**src/rtl/save_pkg.sv**
```systemverilog
// Shared types and helpers for the save-key sequence detector.
package save_pkg;

    typedef enum logic [1:0] {
        IDLE    = 2'd0,
        COLLECT = 2'd1,
        RELEASE = 2'd2
    } save_state_t;

    // Parity flag for a saved code: odd=1 flags an odd count of ones,
    // odd=0 flags an even count of ones.
    function automatic logic parity_f(input logic [63:0] code, input logic odd);
        logic ones;
        ones = ^code;
        return odd ? ones : ~ones;
    endfunction

endpackage

```
**src/rtl/esc_edge_det.sv**
```systemverilog
// Registers the escape lines and derives per-bit rising and falling edges.
module esc_edge_det #(
    parameter int N = 3
) (
    input  logic         clk,
    input  logic         rst,
    input  logic [N-1:0] esc,
    output logic [N-1:0] rise,
    output logic [N-1:0] fall
);

    logic [N-1:0] esc_q;

    // Previous-cycle copy of the escape lines.
    always_ff @(posedge clk or posedge rst) begin
        if (rst) begin
            esc_q <= '0;
        end else begin
            esc_q <= esc;
        end
    end

    assign rise = esc & ~esc_q;
    assign fall = ~esc & esc_q;

endmodule

```
**src/rtl/save_seq_detector.sv**
```systemverilog
// Detects the ordered escape sequence ESC[0] -> ... -> ESC[NUM_ESC-1] while
// the input code stays stable, then latches the code and its parity flag.
module save_seq_detector
    import save_pkg::*;
#(
    parameter int WIDTH      = 8,
    parameter int NUM_ESC    = 3,
    parameter int TIMEOUT    = 16,
    parameter bit ODD_PARITY = 1
) (
    input  logic               clk,
    input  logic               rst,
    input  logic [WIDTH-1:0]   inp,
    input  logic [NUM_ESC-1:0] ESC,
    output logic [WIDTH-1:0]   save_out,
    output logic               YP,
    output logic               YC,
    output logic               err,
    output logic               busy
);

    localparam int IDX_W   = $clog2(NUM_ESC + 1);
    localparam int TIMER_W = $clog2(TIMEOUT);
    localparam logic [IDX_W-1:0]   IDX_LAST  = IDX_W'(NUM_ESC - 1);
    localparam logic [TIMER_W-1:0] TIMER_MAX = TIMER_W'(TIMEOUT - 1);
    localparam logic [NUM_ESC-1:0] ONE_HOT0  = NUM_ESC'(1);
    localparam logic [NUM_ESC-1:0] ALL_ONES  = {NUM_ESC{1'b1}};
    localparam logic               YP_RESET  = ODD_PARITY ? 1'b0 : 1'b1;

    save_state_t        state;
    logic [IDX_W-1:0]   idx;
    logic [TIMER_W-1:0] timer;
    logic [WIDTH-1:0]   cand;

    logic [NUM_ESC-1:0] rise;
    logic [NUM_ESC-1:0] fall;
    logic [NUM_ESC-1:0] want;
    logic [NUM_ESC-1:0] held;
    logic               wrong_rise;
    logic               code_changed;
    logic               early_release;

    esc_edge_det #(.N(NUM_ESC)) u_edge (
        .clk  (clk),
        .rst  (rst),
        .esc  (ESC),
        .rise (rise),
        .fall (fall)
    );

    // The next expected key is bit idx; keys below idx must remain pressed.
    assign want          = ONE_HOT0 << idx;
    assign held          = ~(ALL_ONES << idx);
    assign wrong_rise    = (rise != '0) && (rise != want);
    assign code_changed  = (inp != cand);
    assign early_release = |(fall & held);

    // Sequence FSM with timer, candidate capture and registered outputs.
    always_ff @(posedge clk or posedge rst) begin
        if (rst) begin
            state    <= IDLE;
            idx      <= '0;
            timer    <= '0;
            cand     <= '0;
            save_out <= '0;
            YP       <= YP_RESET;
            YC       <= 1'b0;
            err      <= 1'b0;
            busy     <= 1'b0;
        end else begin
            YC  <= 1'b0;
            err <= 1'b0;
            case (state)
                IDLE: begin
                    if (rise == ONE_HOT0) begin
                        cand  <= inp;
                        idx   <= IDX_W'(1);
                        timer <= '0;
                        state <= COLLECT;
                        busy  <= 1'b1;
                    end else if (rise != '0) begin
                        err <= 1'b1;
                    end
                end
                COLLECT: begin
                    // Abort priority: wrong rise, code change, early release, timeout.
                    if (wrong_rise || code_changed || early_release) begin
                        err   <= 1'b1;
                        idx   <= '0;
                        state <= IDLE;
                        busy  <= 1'b0;
                    end else if (rise == want) begin
                        timer <= '0;
                        idx   <= idx + IDX_W'(1);
                        if (idx == IDX_LAST) begin
                            save_out <= cand;
                            YP       <= parity_f(64'(cand), ODD_PARITY);
                            YC       <= 1'b1;
                            state    <= RELEASE;
                        end
                    end else if (timer == TIMER_MAX) begin
                        err   <= 1'b1;
                        idx   <= '0;
                        state <= IDLE;
                        busy  <= 1'b0;
                    end else begin
                        timer <= timer + TIMER_W'(1);
                    end
                end
                RELEASE: begin
                    if (ESC == '0) begin
                        idx   <= '0;
                        state <= IDLE;
                        busy  <= 1'b0;
                    end
                end
                default: begin
                    idx   <= '0;
                    state <= IDLE;
                    busy  <= 1'b0;
                end
            endcase
        end
    end

endmodule

```
**config.mk**
```make
export PLATFORM = sky130hd
export DESIGN_NAME = save_seq_detector
export DESIGN_NICKNAME = d
export VERILOG_FILES = /design/src/rtl/save_pkg.sv /design/src/rtl/esc_edge_det.sv /design/src/rtl/save_seq_detector.sv
export SDC_FILE = /design/constraint.sdc
export NUM_CORES = 1
export LEC_CHECK = 0
export CORE_ASPECT_RATIO = 0.9
export CORE_UTILIZATION = 39
export DETAILED_ROUTE_END_ITERATION = 10
export PLACE_DENSITY = 0.7
export SYNTH_ARGS = -nofsm -noshare
export SYNTH_HDL_FRONTEND = slang
export SYNTH_SLANG_ARGS = --single-unit
```
**constraint.sdc**
```tcl
create_clock -name clk -period 2.1 [get_ports clk]
set_input_delay 0.63 -clock clk [delete_from_list [all_inputs] [get_ports clk]]
set_output_delay 0.63 -clock clk [all_outputs]
set_load 0.05 [all_outputs]
```
* After elaboration in Yosys (flattened, before gate mapping) *
Index checks and enable logic that the tools add are counted.

word-level totals
  output and inout bits = 12
  flip-flop bits (word level) = 31
  logic and storage cells = 83
  bits of input ports = 13

operators by class
  mux-type cells = 31
  $add $sub $neg = 2
  bitwise logic cells = 7
  reductions and logical operators = 15
  shift operators = 2
  eq/ne operators = 16

operators by type and width
  kind                   count
  $reduce_xor A64 Y1     1
  $mux W2                8
  $mux W4                4
  $reduce_and A4 Y1      4
  $mux W1                14
  $pmux W2 S3            2
  $and A3 B3 Y3          3
  $ne A3 B3 Y1 const B   3
  $not A3 Y3             3
  $ne A4 B4 Y1 const B   2
  $ne A8 B8 Y1           1
  $pmux W4 S2            1
  $ne A2 B2 Y1 const B   3
  $add A4 B1 Y4 const B  1
  $eq A2 B2 Y1 const B   2
  $eq A4 B4 Y1 const B   1
  $eq A3 B1 Y1 const B   1
  $eq A3 B3 Y1           1
  $logic_not A3 Y1       1
  $ne A3 B3 Y1           1
  $pmux W1 S3            1
  $reduce_and A3 Y1      1
  $reduce_bool A3 Y1     1
  $reduce_or A3 Y1       1
  other kinds (11)       12

* Logic depth before layout (Yosys ltp) *
  word-level depth = 8
  mapped depth = 8
  mapped depth without buffers = 8

* Cells and area by module *
From an unflattened synthesis, not the netlist that was laid out.

second synthesis, totals
  cells, all modules = 150
  area, all modules = 1707.9 um^2

modules (own cells, without submodules)
  module             area an instance (um^2)  instances  cells each  sequential area each (um^2)
  save_seq_detector  1576.5                   1          140         700.7
  esc_edge_det       131.4                    1          10          75.1

* Least setup slack after synthesis *
No wires, ideal clock.

  path kind = input -> register
  start point = input ESC[2]
  end point = register YP
  data arrival time = 1.934 ns
  path buffers = 1
  data required time = 1.972 ns
  slack = 0.039 ns
  cell stages on the path = 6
  setup time = 0.128 ns
  path through = nor2b_1 > xnor2_1 > nand3_1 > nor3_2 > buf_4 > mux2_1

between the ends
  word-level cells in the longest chain between the ends = 7
  elaborated cells between the ends (all ways) = 13
  classes of those cells = eq/ne: 2; bitwise: 5; reduce/logical: 6

RTL lines
  element                                                 line                                              source
  from (decl)                                             save_seq_detector.sv:14                           input logic [NUM_ESC-1:0] ESC,
  $and A3 B3 Y3 or $not A3 Y3 (tied branches)             esc_edge_det.sv:23, esc_edge_det.sv:24
  $ne A3 B3 Y1 (tied with other cells)                    save_seq_detector.sv:54                           assign wrong_rise = (rise != '0) && (rise != want);
  $logic_and A1 B1 Y1 or $and A3 B3 Y3 (tied branches)    save_seq_detector.sv:54, save_seq_detector.sv:56
  $logic_or A1 B1 Y1 or $reduce_or A3 Y1 (tied branches)  save_seq_detector.sv:87, save_seq_detector.sv:56
  $logic_or A1 B1 Y1                                      save_seq_detector.sv:87                           if (wrong_rise || code_changed || early_release) begin
  $not A1 Y1 (no line)                                    n/a
  $reduce_and A4 Y1 (no line) *                           n/a
  to (signal assigned)                                    save_seq_detector.sv:97                           YP <= parity_f(64'(cand), ODD_PARITY);
  to (decl)                                               save_seq_detector.sv:16                           output logic YP,

Every way passes the cells marked *; elsewhere a longest branch is shown, timed or not.
A chain may end at the register's enable or synchronous reset.

* Worst setup path in the final report *
  start point = input inp[7]
  end point = register YP

between the ends
  word-level cells in the longest chain between the ends = 5

RTL lines
  element                           line                     source
  from (decl)                       save_seq_detector.sv:13  input logic [WIDTH-1:0] inp,
  $ne A8 B8 Y1                      save_seq_detector.sv:55  assign code_changed = (inp != cand);
  $logic_or A1 B1 Y1 (2 in series)  save_seq_detector.sv:87
  $not A1 Y1 (no line)              n/a
  $reduce_and A4 Y1 (no line)       n/a

No other way between the ends.

==> qor.yml <==
synth:
  synth.net_count: 155
  yosysWarnings: 0
  postSynthAreaPerCell_um2: 12.12
  synth_cells: 137
  synth_cell_types: 42
  ys_seq_area_frac: 0.4672
  syn_area_um2: 1660
  ys_ff_latch: 31
timing:
  timing.final.crit_period_ns: 2.110
  final-max-slew-violation-count: 0
  period_share: 1.005
  setup_viol: 2
  rsz0062_at_grt: "true"
  setup_ws_ns: -0.01014
  worst_slew_margin_rel: 0.6756
  hold_viol_final: 0
  worst_slew_pin_slew_ns: 0.4851
  fmax_ghz: 0.4739
  clock_skew_ns: 0.008591
setup_path:
  crit_family: "simple AND/OR/NAND/NOR gates"
  critPathBufInv: 2
  cp.arrival_ns: 2.28
  cp.depth: 7
  cp_max_fo: 5
  crit_path_top_delay_cell: "nor4_4"
  worstSetupPathType: "in2reg"
  cp_cell_sequence: "dlygate4sd2_1, xor2_2, nor4_4, nand3_2, nor3_4, clkbuf_16, mux2_1"
  crit_path_start_kind: "primary input"
  r2r_slack_ns: 0
  r2r-start: "idx[1]$_DFFE_PP0P_"
  r2r_end: "YP$_DFFE_PP0P_"
  max_stage_delay_ns: 0.31
  end_kind: "flop"
  crit_required_ns: 2.27
  reg2regPathDepth: 7
power_and_ir_drop:
  power_density_nw_per_um2: 800.4
  ir_drop_mv: 0.3518
  p_leak_nw: 1.156
floorplanning:
  die_w_um: 70.78
  die_h_um: 63.90
  initial_core_util: 0.4076
  core_um2: 4074
  dieArea_um2: 4523
  num_rows: 22
  boundaryPins: 25
drt:
  drt.antenna.violating_nets: 0
  drt_wl_total_um: 3985
  dr.pass1.iters: 6
  vias_per_cell: 5.155
  drtIter0Drc: 46
  wl_per_cell_um: 16.67
  via_count: 1232
  drc: 0
hold_path:
  hold_path_depth: 1
  min_to: "save_out[5]$_DFFE_PP0P_"
  min_from: "save_out[5]$_DFFE_PP0P_"
  hold_class: "reg2reg"
finish:
  final_cell_mix: "dfrtp_1, buf_4, mux2_4, dlygate4sd2_1, nand2_1"
  drive_gt1_frac: 0.4660
  layout_commonest_cell: "dfrtp_1"
  nNetsFinal: 208
  area_growth_pct: 46.04
  diodes: 0
  design_area_um2: 2425
  post-route-util: 0.5952
clocking:
  cts.sinks: 31
  cts-buffers-inserted: 5
  cts_tree: "done"
  clock_latency_ns: 0.28
  htree_levels: 2
  holdBufCountCts: 0
  cts-root-buf: "clkbuf_8"
  clk_pin_slew_ns: 0.07
  cts_max_path_buffers: 2
outcome:
  run_status: "complete, but fails checks"
  violations: "setup timing"
grt:
  track_usage: 0.1877
  grt_max_degree: 32
  antenna_found_initial: 0
  grt_pass1_wl_um: 6285
  grt_pass1_vias: 1271
  top_usage_layer: "met2"
  overflow: 0
  gr-usage-met1: 0.2326
  use_met2: 0.3017
  met3_usage: 0.05836
placement:
  numPortBuffers: 24
  hpwl_um: 2691
  gp_congestion: 0.8338
  postPlaceCellArea_um2: 2085
job:
  drv_cap: 0
how the worst max path moves through the flow:
stage / start / to / slack, ns
6_report: inp[7] / YP$_DFFE_PP0P_ / -0.01
5_1_grt: idx[1]$_DFFE_PP0P_ / save_out[5]$_DFFE_PP0P_ / -0.08
4_1_cts: idx[1]$_DFFE_PP0P_ / save_out[2]$_DFFE_PP0P_ / -0.02
3_5_place_dp: ESC[2] / save_out[4]$_DFFE_PP0P_ / -0.65
3_3_place_gp: ESC[2] / save_out[2]$_DFFE_PP0P_ / -0.64
2_1_floorplan: ESC[2] / YP$_DFFE_PP0P_ / 0.04
synth_stat cells (all sizes together):
cell	n	area, µm²
o22ai	1	6.260
nor2b	4	32.53
nor3	3	20.02
o21a	1	7.510
and3b	2	17.52
and3	2	12.51
nand4	1	6.260
and2	1	6.260
or4	1	11.26
a211o	1	8.760
nor4	4	55.05
o21ai	7	38.78
nor3b	3	22.52
nand2	9	33.78
a31oi	1	6.260
xor2	9	78.83
xnor2	9	78.83
a21oi	2	10.01
o31a	1	8.760
mux2	17	221.5
dfrtp	31	775.7
nand2b	4	32.53
nor2	3	11.26
or3	1	6.260
or2	2	12.52
ha	5	62.56
nand3	3	20.02
buf	2	18.77
a211oi	1	7.510
inv	4	15.01
o31ai	2	15.01
cells by family (layout without fill, tap and decap cells):
family,after synthesis,after routing,share of synthesized area
fa+ha+maj,5,5,0.03768
xor+xnor,18,18,0.09496
flops,31,31,0.4672
mux,17,17,0.1334
buf+inv,6,60,0.02035
simple gates,43,43,0.1809
compound gates,17,17,0.06556
state kept, by name, indices dropped and copies added, names as in the netlist:
| register | cells |
|---|---|
| YC | 1 |
| YP | 1 |
| busy | 1 |
| cand | 8 |
| err | 1 |
| idx | 2 |
| save_out | 8 |
| state | 2 |
| timer | 4 |
| u_edge.esc_q | 3 |
layer usage:
layer | wire (µm) | share of wire
met5 | 0 | 0
met4 | 67 | 0.017
met3 | 135 | 0.034
met2 | 2022 | 0.51
met1 | 1760 | 0.44
worst register-to-register path, cell delays in order, from the launching register on:
cell and delay, ns:
dfrtp_1 0.42, buf_6 0.14, and3b_2 0.23, nor4_4 0.31, nand3_2 0.14, nor3_4 0.24, clkbuf_16 0.20, mux2_1 0.31
layout make-up:
type / instances / area [µm²]
clock buffers: 5 / 68.82
flip-flops and latches: 31 / 775.7
multi-input cells: 100 / 1010
clock inverters: 3 / 67.56
well taps: 48 / 60.06
fillers: 324 / 1649
inverters: 4 / 15.01
repair buffers: 48 / 427.9
where the power goes:
part / internal, W / leakage (nW) / total [W] / switching [W]
Clock: 0.000473 / 0.0644 / 0.000702 / 0.000229
Sequential: 0.000648 / 0.402 / 0.000726 / 0.0000772
Combinational: 0.000285 / 0.689 / 0.000513 / 0.000229
Total: 0.00141 / 1.16 / 0.00194 / 0.000534
stage by stage:
step           setup TNS, ns  hold slack [ns]  total power, W  setup WS (ns)  instances
2_1_floorplan              0           0.4759        0.001033        0.03885        137
3_3_place_gp          -13.39           0.4695        0.001175        -0.6431        228
3_5_place_dp          -13.79           0.4827        0.001185        -0.6539        228
4_1_cts             -0.07160           0.4993        0.001937       -0.01988        238
5_1_grt              -0.6297           0.5250        0.002048       -0.07825        239
6_report            -0.01710           0.4996        0.001941       -0.01014        239
timing repair:
item / CTS / global route
cloned: 1 / 0
resized for setup: 34 / 20
pin swaps: 9 / 5
buffers inserted: 1 / 1
endpoints found under the setup margin: 26 / 21
Power figures use the tool's default switching activity.
==> RTL edit 1 (same settings) <==
Make the reset (`rst`) synchronous in 2 clocked blocks.
--- a/src/rtl/esc_edge_det.sv
+++ b/src/rtl/esc_edge_det.sv
@@ -12,7 +12,7 @@
     logic [N-1:0] esc_q;
 
     // Previous-cycle copy of the escape lines.
-    always_ff @(posedge clk or posedge rst) begin
+    always_ff @(posedge clk) begin
         if (rst) begin
             esc_q <= '0;
         end else begin
--- a/src/rtl/save_seq_detector.sv
+++ b/src/rtl/save_seq_detector.sv
@@ -56,7 +56,7 @@
     assign early_release = |(fall & held);
 
     // Sequence FSM with timer, candidate capture and registered outputs.
-    always_ff @(posedge clk or posedge rst) begin
+    always_ff @(posedge clk) begin
         if (rst) begin
             state    <= IDLE;
             idx      <= '0;
Check against the original RTL: differs if rst is asserted again (counterexample within 4 cycles, from zero or initial values and one cycle with rst high); with rst held inactive, the same outputs for 10 cycles.
==> RTL edit 1 against the unedited design <==
- sequential share of layout area down 3.4 points
- synthesized area down 2.7%
- setup slack better by 0.045 ns
- final area down 10%
- sequential cell count unchanged
- die area down 2.6%
- routed wire length down 7.9%
- via count up 12%
Power is not compared: it rests on default switching activity, and its combinational part moved more than twofold at a synthesized area within 25%.
==> RTL edit 1: results (changes against the unedited design) <==
Async SR Flop Fraction - 0% (-100 points)
Area of the multi-input gates - 998 sq um (-1.1%)
Outcome - finished, final reports clean
P_leak - 1.02 nW
Filler instances - 358 (+10%)
Dpl cell area - 2000 sq um (-4.0%)
RePlAce Congestion - 0.814 (-2.4%)
GRT Total Usage - 18.3% (-0.51 points)
Largest net degree at the start of global routing - 16 (-50%)
Repair and plain buffers - 42 (-13%)
Crit. Startpoint - save_out[3]
Synth cell count leaders - dfxtp_1 (31), nand2_1 (21), nor2_1 (17), a21oi_1 (12)
Worst Setup EP - save_out[3]
Clock buffers - 6 (+1)
Reg-to-Reg Start - idx[0]
Max Freq - 0.484 GHz (+2.2%)
Crit Reg-Reg Endpoint - save_out[3]
Gates resized, CTS repair - 22 (-35%)
Non-clk buf share - 16.5% (-1.1 points)
Final std cells w/o fill - 268 (+12%)
FF-to-FF setup slack - 0.15 ns (+0.15 ns)
Drt pass-1 iters - 4 (-2)
Post-DP HPWL - 2610 um (-2.9%)
Cells after Synth - 178 (+30%)
Drt via density - 5.14 (-0.25%)
Wire per inst - 13.7 um (-18%)
Post-layout util - 56.6% (-2.9 points)
Non-clock inverters - 5 (+1)
Worst Reg-to-Reg Cells - 8 (+1)
Comb_multi_in - 136 (+36%)
Largest regs - cand (8), save_out (8), timer (4)
Max transition margin - 66.7% (-0.84 points)
Layout Nets - 239 (+15%)
Worst path top cell family by delay - buffers and inverters
Max incr delay on CP - 0.80 ns (+0.49 ns)
Max Fanout on Critical Path - 2 (-3)
Placed insts - 259 (+14%)
Syn_nets - 196 (+26%)
Sequential portion of the cell area - 28.6% (-3.4 points)
Clock network area share - 5.41% (-0.21 points)
HP Class - register to register
Sequential area share after synthesis - 38.4% (-8.3 points)
Critical-path top delay cell - clkdlybuf4s50_1
Layout Skew - 0.00707 ns (-0.00152 ns)
Crit path capture type - primary output
Design Area, Final - 2170 sq um (-10%)
Layout cells sized above 1 - 25.7% (-21 points)
-- RTL edit 1: cell count changes after synthesis, sizes merged, moves of 9 or more --
cell   before  now
dfxtp       0   31
a21oi       2   13
dfrtp      31    0
mux2       17    1
nand2       9   21
mux2i       0    9
nor2        3   17
-- RTL edit 1: worst min path at each step --
stage,start,endpoint,slack (ns),cells after the start
floorplan,idx[0],idx[0],0.47,2
global placement,busy,busy,0.47,2
detailed placement,busy,busy,0.47,2
CTS,busy,busy,0.48,2
global route,busy,busy,0.52,2
finish,busy,busy,0.48,2
-- RTL edit 1: per-layer routing --
layer	track usage, %	up-vias	wire [um]
li1	-	709	-
met3	4.64	8	194
met2	25.4	32	1540
met1	25.3	629	1840
met5	0	-	0
met4	10.5	0	91
-- RTL edit 1: cells by family after synthesis --
kind of cell    count (synthesis)  share of synthesized area, %
xor+xnor                       18                          9.76
fa+ha+maj                       5                          3.87
simple gates                   72                          25.2
buf+inv                        11                          3.18
flops                          31                          38.4
mux                            10                          6.27
compound gates                 31                          13.3
==> RTL edit 2 (same flow settings) <==
Made on the original files. `ODD_PARITY`: 1 -> 0.
--- a/src/rtl/save_seq_detector.sv
+++ b/src/rtl/save_seq_detector.sv
@@ -6,7 +6,7 @@
     parameter int WIDTH      = 8,
     parameter int NUM_ESC    = 3,
     parameter int TIMEOUT    = 16,
-    parameter bit ODD_PARITY = 1
+    parameter bit ODD_PARITY = 0
 ) (
     input  logic               clk,
     input  logic               rst,
Behaviour: not the same (a bounded check fails within 4 cycles, from zero or initial values and one cycle with rst high).
==> RTL edit 2 against the unedited design <==
- final area rose by 1.0%
- total power decreased by 8.5%
- sequential cell count is the same
- synthesized area decreased by 2.9%
- setup slack improved by 0.041 ns
- routed wire length grew 2.7%
- global-route usage up 0.52 points
- worst hold slack better by 0.017 ns
- die area shrank 2.8%
- non-clock buffer count increased by 14
==> RTL edit 2: results (changes against the unedited design) <==
Reg-to-Reg Start - idx[0]
Drt pass-1 iters - 4 (-2)
RePlAce Congestion - 0.905 (+8.6%)
Dpl cell area - 2100 sq um (+0.90%)
Vias in the first global route - 1288 (+1.3%)
Max transition margin - 67.5% (about the same)
Area contributors post-synth - dfrtp_1 (47%), mux2_1 (6.3%), mux2_2 (6.3%), xnor2_1 (5.4%), xor2_1 (4.3%)
Crit. Startpoint - inp[4]
Post-DP HPWL - 2540 um (-5.5%)
Setup WS pre-CTS - -0.641 ns (+0.0129 ns)
Initial drt markers - 71 (+54%)
Synth unique cells - 37 (-12%)
Wire per inst - 16.4 um (-1.9%)
Synth cell count leaders - dfrtp_1 (30), xnor2_1 (10), mux2_1 (9), mux2_2 (9), nand2_1 (9)
Filler instances - 299 (-7.7%)
Drt via density - 5.04 (-2.2%)
P_leak - 1.14 nW (-1.1%)
Sequential area share after synthesis - 48.2% (+1.5 points)
WL final - 4090 um (+2.7%)
Placed insts - 233 (+2.2%)
Arrival time worst endpoint - 2.25 ns (-0.03 ns)
Layout cells sized above 1 - 52.0% (+5.4 points)
Layout Nets - 221 (+6.3%)
Max Fanout on Critical Path - 4 (-1)
Outcome - finished, final reports clean
GRT Total Usage - 19.3% (+0.52 points)
==> RTL edit 2: changes by cell type in the layout (fill, tap and decap cells not counted), moves of 3 or more <==
cell,before,now
buf_4,29,45
mux2_2,0,9
mux2_4,15,8
dlygate4sd2_1,9,4
dfrtp_1,31,27
dfrtp_2,0,3
inv_1,3,6
==> RTL edit 2: through the flow <==
step	utilization, %	setup TNS (ns)
after floorplan	-	0
after global placement	54.8	-11.69
after detailed placement	54.8	-12.87
after CTS	61.7	0
after global routing	63.9	-0.103
final	63.9	0
==> RTL edit 2: worst max-delay path: stages <==
cell and delay [ns]:
buf_8 0.11, xor2_4 0.18, nor4_4 0.36, nand4_4 0.20, buf_6 0.16, nand2b_4 0.15
o21bai_4 0.15, mux2_4 0.31
==> RTL edit 2: worst paths after layout <==
path                               endpoint  slack, ns  depth (start not counted)
worst max-delay path                 idx[0]       0.03                          8
worst min-delay path            save_out[0]       0.52                          1
worst max register to register       idx[0]       0.04                          9
worst min register to register  save_out[0]       0.52                          1
max in group asynchronous                YP       1.06                          3
min in group asynchronous               err       0.71                          3
==> RTL edit 2: cell families (layout without fill, tap and decap cells) <==
family / count (synthesis) / count (layout) / synth area share [%]
and+or+nand+nor: 39 / 39 / 14.7
DFF: 31 / 31 / 48.2
muxes: 19 / 19 / 13.2
xor gates and xnor gates: 18 / 18 / 9.77
AOI/OAI and AO/OA: 16 / 16 / 7.83
buffers and inverters: 8 / 76 / 2.40
adders and majority gates: 5 / 5 / 3.88
==> RTL edit 2: area by class of cell <==
class | instances | share of cell area (%)
well taps | 46 | 2.35
repair buffers | 62 | 20.4
flip-flops and latches | 31 | 31.9
clock inverters | 1 | 0.306
inverters | 6 | 0.919
multi-input cells | 97 | 40.2
clock buffers | 7 | 3.93
==> RTL edit 2: power by group <==
part           switching (mW)  total, mW  leakage, nW  internal, mW
combinational           0.235      0.513        0.700         0.279
sequential             0.0714      0.721        0.393         0.650
clock                   0.244      0.542       0.0505         0.298
total                   0.550       1.78         1.14          1.23
==> RTL edit 2: metal layers <==
metal | vias up | routed length (um) | part of all wire, % | global-route usage [%]
met1 | 615 | 1880 | 46 | 29.0
li1 | 602 | - | - | -
met2 | 35 | 1930 | 47 | 27.0
met4 | 0 | 68 | 1.7 | 7.75
met5 | - | 0 | 0 | 0
met3 | 8 | 212 | 5.2 | 3.55
==> RTL edit 2: what timing repair did <==
item / CTS / global route
gates resized for setup: 49 / 24
pin swaps: 12 / 13
gates cloned: 1 / 0
endpoints found under the setup margin: 19 / 15
buffers inserted: 3 / 8
